==> src/rtl/cpu6_tmr_extirq.sv <==
// cpu6_tmr_extirq: memory-mapped 64-bit mtime/mtimecmp timer with prescaler and
// a synchronised, optionally edge-latched external interrupt for the cpu6 core.
module cpu6_tmr_extirq #(
   parameter logic [31:0] ADDR_BASE   = 32'h0200_0000,
   parameter int          PRESCALE    = 1,
   parameter int          SYNC_STAGES = 2
) (
   input  logic        clk,
   input  logic        reset,
   input  logic        memwriteM,
   input  logic [31:0] dataaddr,
   input  logic [31:0] writedata,
   output logic [31:0] readdata,
   output logic        tmr_sel,
   input  logic        csr_mtie_r,
   input  logic        csr_meie_r,
   input  logic        ext_irq_in,
   output logic        tmr_irq_r,
   output logic        ext_irq_r
);
   logic [63:0]            mtime_q, mtime_d, mtimecmp_q, mtimecmp_d;
   logic [15:0]            psc_q, psc_d;
   logic [1:0]             ctrl_q, ctrl_d;
   logic [SYNC_STAGES-1:0] sync_q;
   logic                   hist_q, pend_q, pend_d, tmr_irq_q, ext_irq_q;
   logic                   we, tick, ext_sync, pend_clr;
   logic [2:0]             off;
   logic                   unused_addr;

   assign tmr_sel     = dataaddr[31:5] == ADDR_BASE[31:5];
   assign we          = memwriteM & tmr_sel;
   assign off         = dataaddr[4:2];
   assign unused_addr = ^dataaddr[1:0];
   assign ext_sync    = sync_q[SYNC_STAGES-1];
   assign tick        = ctrl_q[0] & (psc_q == 16'(PRESCALE - 1));
   assign pend_clr    = we & (off == 3'd5) & writedata[0];
   assign tmr_irq_r   = tmr_irq_q;
   assign ext_irq_r   = ext_irq_q;

   // A software write to either mtime half suppresses that cycle's increment.
   always_comb begin
      psc_d      = ctrl_q[0] ? (tick ? '0 : psc_q + 16'd1) : psc_q;
      mtime_d    = tick ? mtime_q + 64'd1 : mtime_q;
      if (we && off == 3'd0) mtime_d = {mtime_q[63:32], writedata};
      if (we && off == 3'd1) mtime_d = {writedata, mtime_q[31:0]};
      mtimecmp_d = mtimecmp_q;
      if (we && off == 3'd2) mtimecmp_d[31:0] = writedata;
      if (we && off == 3'd3) mtimecmp_d[63:32] = writedata;
      ctrl_d     = (we && off == 3'd4) ? writedata[1:0] : ctrl_q;
      pend_d     = ctrl_q[1] ? ((ext_sync & ~hist_q) | (pend_q & ~pend_clr)) : ext_sync;
   end

   always_comb begin
      readdata = '0;
      case (off)
         3'd0: readdata = mtime_q[31:0];
         3'd1: readdata = mtime_q[63:32];
         3'd2: readdata = mtimecmp_q[31:0];
         3'd3: readdata = mtimecmp_q[63:32];
         3'd4: readdata = {30'd0, ctrl_q};
         3'd5: readdata = {31'd0, pend_q};
         default: readdata = '0;
      endcase
   end

   always_ff @(posedge clk) begin
      if (!reset) begin
         mtime_q    <= '0;
         mtimecmp_q <= '1;
         psc_q      <= '0;
         ctrl_q     <= 2'b01;
         sync_q     <= '0;
         hist_q     <= 1'b0;
         pend_q     <= 1'b0;
         tmr_irq_q  <= 1'b0;
         ext_irq_q  <= 1'b0;
      end else begin
         mtime_q    <= mtime_d;
         mtimecmp_q <= mtimecmp_d;
         psc_q      <= psc_d;
         ctrl_q     <= ctrl_d;
         sync_q     <= {sync_q[SYNC_STAGES-2:0], ext_irq_in};
         hist_q     <= ext_sync;
         pend_q     <= pend_d;
         tmr_irq_q  <= csr_mtie_r & (mtime_q >= mtimecmp_q);
         ext_irq_q  <= csr_meie_r & pend_q;
      end
   end
endmodule

==> config.mk <==
export PLATFORM = sky130hd
export DESIGN_NAME = cpu6_tmr_extirq
export DESIGN_NICKNAME = d
export VERILOG_FILES = /design/src/rtl/cpu6_tmr_extirq.sv
export SDC_FILE = /design/constraint.sdc
export NUM_CORES = 1
export LEC_CHECK = 0
export ABC_AREA = 1
export CORE_UTILIZATION = 55
export CTS_CLUSTER_SIZE = 20
export DETAILED_ROUTE_END_ITERATION = 16
export PLACE_DENSITY = 0.77
export SLEW_MARGIN = 5
export SYNTH_ARGS = -nofsm -noshare
export SYNTH_HDL_FRONTEND = slang
export SYNTH_SLANG_ARGS = --single-unit
==> constraint.sdc <==
create_clock -name clk -period 3.1 [get_ports clk]
set_clock_uncertainty 0.1 [all_clocks]
set_input_delay 0.31 -clock clk [delete_from_list [all_inputs] [get_ports clk]]
set_output_delay 0.31 -clock clk [all_outputs]
set_load 0.05 [all_outputs]
==> results of run 1 <==
-- routing by layer --
layer	part of all wire	GRT usage	vias up
met2	0.45	0.580	586
li1	-	-	6058
met4	0.032	0.138	0
met1	0.44	0.512	5723
met3	0.085	0.0531	89
met5	0	0	-
-- cells by family after synthesis --
group | share of synthesized area
xor+xnor | 0.0272
buf+inv | 0.0986
flops | 0.270
simple gates | 0.391
fa+ha+maj | 0.0745
compound gates | 0.138
-- per-stage QoR --
stage	cell area (um2)	hold WS (ps)	instances	setup WS, ps
global placement	12800	292	2138	430
global route	13400	108	2170	367
floorplan	11300	290	1820	824
CTS	13400	99.5	2170	486
detailed placement	12800	300	2138	366
finish	13400	118	2170	477
-- worst paths after layout --
path,start,endpoint,slack (ps),cells past startpoint
min,reset,ctrl_q[0],120,2
min reg2reg,sync_q[0],sync_q[1],320,2
max,dataaddr[4],readdata[1],480,8
max reg2reg,mtime_q[0],mtime_q[52],680,13
-- synth_stat cells --
| master | instances | area (um2) |
|---|---|---|
| nand2_1 | 563 | 2110 |
| a31oi_1 | 1 | 6.26 |
| nand2_2 | 8 | 50.1 |
| buf_2 | 22 | 110 |
| inv_1 | 194 | 728 |
| o31ai_1 | 1 | 7.51 |
| a22oi_1 | 31 | 233 |
| nor3_4 | 1 | 16.3 |
| o22ai_1 | 2 | 12.5 |
| o21ai_1 | 17 | 85.1 |
| o32ai_1 | 1 | 8.76 |
| inv_2 | 7 | 26.3 |
| clkinv_2 | 1 | 5.00 |
| nor2_1 | 319 | 1200 |
| nor3b_1 | 1 | 7.51 |
| nand3b_1 | 1 | 7.51 |
| o211ai_2 | 1 | 12.5 |
| ha_1 | 67 | 838 |
| and2_1 | 1 | 6.26 |
| o211ai_1 | 66 | 495 |
| xnor2_1 | 1 | 8.76 |
| xor2_1 | 34 | 298 |
| o21a_1 | 2 | 15.0 |
| a21oi_1 | 45 | 225 |
| dfxtp_1 | 152 | 3040 |
| clkbuf_1 | 33 | 124 |
| nand3_1 | 75 | 375 |
| o21ai_0 | 37 | 185 |
| nand4_1 | 42 | 263 |
| nor3_2 | 5 | 50.1 |
| buf_4 | 13 | 97.6 |
| nor2_2 | 9 | 56.3 |
| nor2_8 | 2 | 40.0 |
| nand3_2 | 3 | 30.0 |
| buf_6 | 1 | 11.3 |
| o221ai_1 | 31 | 272 |
| nor2_4 | 6 | 67.6 |
| nor3_1 | 20 | 100 |
| nand2_4 | 2 | 22.5 |
| buf_1 | 2 | 7.51 |
-- area by class of cell --
cell class | instances | share of cell area
inverters | 202 | 0.0566
flip-flops and latches | 152 | 0.227
clock inverters | 14 | 0.0119
repair buffers | 124 | 0.117
well taps | 265 | 0.0247
clock buffers | 18 | 0.0327
multi-input cells | 1395 | 0.531
-- power groups by stage --
stage	Clock (W)	Sequential, W	Combinational [W]
after floorplan	0	0.00201	0.000246
after global placement	0	0.00201	0.000547
after CTS	0.00218	0.00196	0.000553
after detailed placement	0	0.00201	0.000551
final	0.00217	0.00196	0.000558
after global routing	0.00226	0.00196	0.000587
-- registers in the layout, summed over array words and instances, names as in the netlist --
register	flops
mtime_q	64
mtimecmp_q	64
psc_q	16
ctrl_q	2
sync_q	2
ext_irq_r	1
hist_q	1
pend_q	1
tmr_irq_r	1
==> run_results.csv, run 1 <==
group,metric,value,unit
run_status,status,"finished, final reports clean",
cells_and_area,final_cell_mix,"nand2_1 (563), nor2_1 (319), inv_1 (194)",
placement,gp_congestion,1.04,
clock_tree,cts_hold_buf,0,
cells_and_area,syn2layout_area_growth,19.2,%
logic_synthesis,ys_seq_elements,152,
pwr,p_seq_frac,0.418,
global_routing,grt_overflow,0,
critical_path,critPathTopFamily,"buffers and inverters",
critical_path,worstSetupPathType,"primary input to output port",
critical_path,crit_buf_inv,4,
critical_path,cp_slowest_cell,"clkdlybuf4s50_1",
cells_and_area,fin_nets,2029,
timing,timing.setup.tns,0,ps
logic_synthesis,syn_area,0.0113,mm2
clock_tree,numCtsBuffers,17,
detailed_routing,ant_nets,0,
job,drv_cap,0,
timing,fin_crit,2620,ps
detailed_routing,wl_per_cell,17.8,um
detailed_routing,drtIter0Drc,1342,
critical_path,worst_setup_path_end_kind,"output port",
clock_tree,cts_tree,"built",
clock_tree,cts_root_buf,"clkbuf_16",
detailed_routing,vias_per_cell,5.74,
global_routing,grt_max_degree,65,
global_routing,grt_use_total,0.370,
cells_and_area,multi_input_area,0.00712,mm2
logic_synthesis,synth_cell_types,40,
clock_tree,cts_buffer_depth,2,
global_routing,grt_pass1_vias,11491,
clock_tree,htree_levels,4,
cells_and_area,final_util,0.678,
cells_and_area,final_common_cell,"nand2_1",
clock_tree,post_cts_buffers,0,
timing,hold_viol_final,0,
timing,maxSlewHeadroom,0.529,
pwr,power_density,350,mW/mm2
timing,fmax,381,MHz
cells_and_area,fill_cells,1828,
logic_synthesis,yosys_warnings,0,
logic_synthesis,synth_fp_nets,1957,
die,core_area,0.0198,mm2
detailed_routing,vias,12456,
critical_path,startpoint_type,"primary input",
die,initial_core_util,0.569,
die,dieArea,0.0210,mm2
clock_tree,path_clk_slew,70,ps
pwr,switching_share,0.269,
pwr,p_leak,5.91,nW
cells_and_area,drive_gt1_frac,0.0698,
global_routing,grt_pass1_wl,61500,um
pwr,internal_power,0.00343,W
critical_path,slowest_delay,720,ps
detailed_routing,drcViolationCount,0,
cells_and_area,seq_area,0.00304,mm2
cells_and_area,antenna_cells,0,
critical_path,path_max_fanout,18,
die,die_h,145,um
timing,slew_violations,0,
clock_tree,clock_latency,430,ps
timing,period_share,0.846,
pwr,ir_drop,0.000321,V
global_routing,antenna_found_initial,0,
pwr,power,0.00470,W
critical_path,cp.arrival,2210,ps
min_path,hold_path.class,"primary input to register",
logic_synthesis,netlist_instances,1820,
placement,port_buffers,102,
critical_path,crit_chain,"clkdlybuf4s50_1 > nor3_2 > inv_1 > buf_4 > o22ai_1 > a21oi_1 > o221ai_1 > buf_12",
pwr,combPwrFrac,0.119,
clock_tree,cts.repair.resized,0,
die,row_count,51,
timing,setup_viol,0,
pwr,switchingPower,0.00126,W
pwr,clockPowerShare,0.463,
die,dieWidth,145,um
timing,tightest_slew,707,ps
detailed_routing,drt_pre_antenna_iters,5,
logic_synthesis,yosysSeqAreaShare,0.270,
placement,dpl.hpwl,29200,um
detailed_routing,wl,38700,um
die,io_pins,105,
logic_synthesis,syn_avg_cell_area,6.19,um2
clock_tree,cts.sinks,152,
timing,rsz0062_at_grt,"false",
critical_path,required,2690,ps
Power figures use the tool's default switching activity.
==> inputs of run 2 (changes only) <==
- CORE_UTILIZATION: 55 -> 53
- PLACE_DENSITY: 0.77 -> 0.78
- clock period: 3.1 -> 2.4 ns (I/O delays scaled with it)
==> run_results.csv, run 2 (same netlist as run 1, synthesis figures left out) <==
group,metric,value,unit
timing,tightest_slew,519,ps
detailed_routing,drcViolationCount,0,
timing,fin_crit,2350,ps
pwr,p_leak,6.10,nW
critical_path,crit_chain,"nand2_1 > nor2_1 > nand2_1 > nor2_2 > nand2_1 > o21ai_1 > nand2_1 > nor2_1 > nor2_1 > nor2_1",
clock_tree,htree_levels,4,
timing,timing.hold.ws,125,ps
min_path,hold_path.class,"primary input to register",
pwr,p_seq_frac,0.419,
global_routing,grt_use_total,0.370,
clock_tree,cts.sinks,152,
timing,period_share,0.979,
clock_tree,cts_root_buf,"clkbuf_16",
cells_and_area,final_common_cell,"nand2_1",
cells_and_area,syn2layout_area_growth,22.1,%
min_path,min_from,"reset",
critical_path,worst_setup_path_end_kind,"register",
critical_path,worstSetupPathType,"register to register",
clock_tree,post_cts_buffers,0,
timing,fmax,426,MHz
pwr,power_density,440,mW/mm2
die,dieArea,0.0218,mm2
clock_tree,cts_tree,"built",
critical_path,startpoint_type,"register",
timing,maxSlewHeadroom,0.653,
min_path,hold_depth,2,
pwr,ir_drop,0.000361,V
cells_and_area,final_cell_mix,"nand2_1 (563), nor2_1 (319), inv_1 (194)",
critical_path,rrSetupSlack,50,ps
clock_tree,cts_buffer_depth,2,
die,core_area,0.0206,mm2
critical_path,cp.arrival,2620,ps
global_routing,grt_overflow,0,
die,row_count,52,
critical_path,r2r-start,"mtime_q[5]",
placement,dpl.hpwl,30500,um
detailed_routing,drtIter0Drc,1349,
die,die_h,148,um
timing,timing.setup.tns,0,ps
critical_path,cp_slowest_cell,"dfxtp_1",
timing,slew_violations,0,
run_status,status,"finished, final reports clean",
die,initial_core_util,0.548,
timing,worst_slack,51.3,ps
timing,rsz0062_at_grt,"false",
detailed_routing,wl_per_cell,18.1,um
cells_and_area,fin_nets,2058,
cells_and_area,final_util,0.669,
global_routing,grt_pass1_vias,11726,
cells_and_area,antenna_cells,0,
timing,setup_viol,0,
detailed_routing,vias_per_cell,5.75,
detailed_routing,ant_nets,0,
pwr,internal_power,0.00436,W
cells_and_area,largestRegisters,"mtime_q (64), mtimecmp_q (64), psc_q (16)",
placement,dp_slack,59.0,ps
global_routing,grt_max_degree,74,
pwr,combPwrFrac,0.121,
detailed_routing,wl,39900,um
die,dieWidth,148,um
critical_path,slowest_delay,470,ps
cells_and_area,drive_gt1_frac,0.0843,
global_routing,antenna_found_initial,0,
pwr,clockPowerShare,0.459,
die,io_pins,105,
job,drv_cap,0,
placement,port_buffers,102,
detailed_routing,drt_pre_antenna_iters,6,
clock_tree,clock_latency,430,ps
critical_path,required,2670,ps
critical_path,r2r_end,"mtime_q[61]",
clock_tree,path_clk_slew,70,ps
detailed_routing,vias,12668,
clock_tree,cts_hold_buf,0,
pwr,switchingPower,0.00168,W
pwr,switching_share,0.278,
critical_path,r2r_cells,10,
placement,gp_congestion,1.04,
min_path,holdPathEnd,"mtimecmp_q[61]",
global_routing,grt_pass1_wl,62600,um
timing,hold_viol_final,0,
critical_path,path_max_fanout,6,
clock_tree,numCtsBuffers,17,
## run 2: cell types whose count changed in the layout (fill, tap and decap cells not counted), sizes merged
cell	delta
buf	+29
inv	+4
clkinv	-3
bufinv	-1
## run 2: area by class of cell
class / count / area, um2
Clock buffer: 18 / 439
Fill cell: 1902 / 6810
Multi-Input combinational cell: 1395 / 7120
Timing Repair Buffer: 153 / 1890
Sequential cell: 152 / 3040
Tap cell: 270 / 338
Inverter: 202 / 759
Clock inverter: 14 / 150
## run 2: timing repair
item | in CTS | in global routing
gates resized for setup | 0 | 1
setup endpoints to repair | 0 | 4
endpoints found under the hold margin | 0 | 0
## run 2: worst max-delay path: cells and delay by family (launching register included)
| family | cells | cell delay (ps) |
|---|---|---|
| compound gates | 1 | 170 |
| flops | 1 | 470 |
| simple gates | 9 | 1530 |
## run 2: worst max path at each step
stage	startpoint	endpoint	slack (ps)	cells after the start
global placement	dataaddr[4]	readdata[1]	90	6
CTS	dataaddr[2]	readdata[31]	60	7
finish	mtime_q[5]	mtime_q[61]	50	10
floorplan	dataaddr[3]	readdata[29]	260	5
global route	dataaddr[4]	readdata[1]	3	8
detailed placement	dataaddr[6]	mtime_q[13]	60	13
## run 2: per-layer routing
metal / global-route usage / share of wire
met1: 0.502 / 0.42
met2: 0.598 / 0.46
met3: 0.0466 / 0.089
met4: 0.141 / 0.031
met5: 0 / 0
## run 2: through the flow
stage               cell area [um2]  instances  total power (W)
finish                        13700       2204          0.00604
global route                  13700       2204          0.00620
CTS                           13700       2204          0.00606
detailed placement            13200       2172          0.00332
global placement              13200       2172          0.00331
floorplan                     11300       1820          0.00291
## run 2: power by group through the flow
stage / registers (W) / clock network (W) / logic (W)
6_report: 0.00253 / 0.00278 / 0.000732
5_1_grt: 0.00253 / 0.00289 / 0.000770
4_1_cts: 0.00253 / 0.00280 / 0.000727
3_5_place_dp: 0.00259 / 0 / 0.000723
3_3_place_gp: 0.00259 / 0 / 0.000717
2_1_floorplan: 0.00259 / 0 / 0.000317
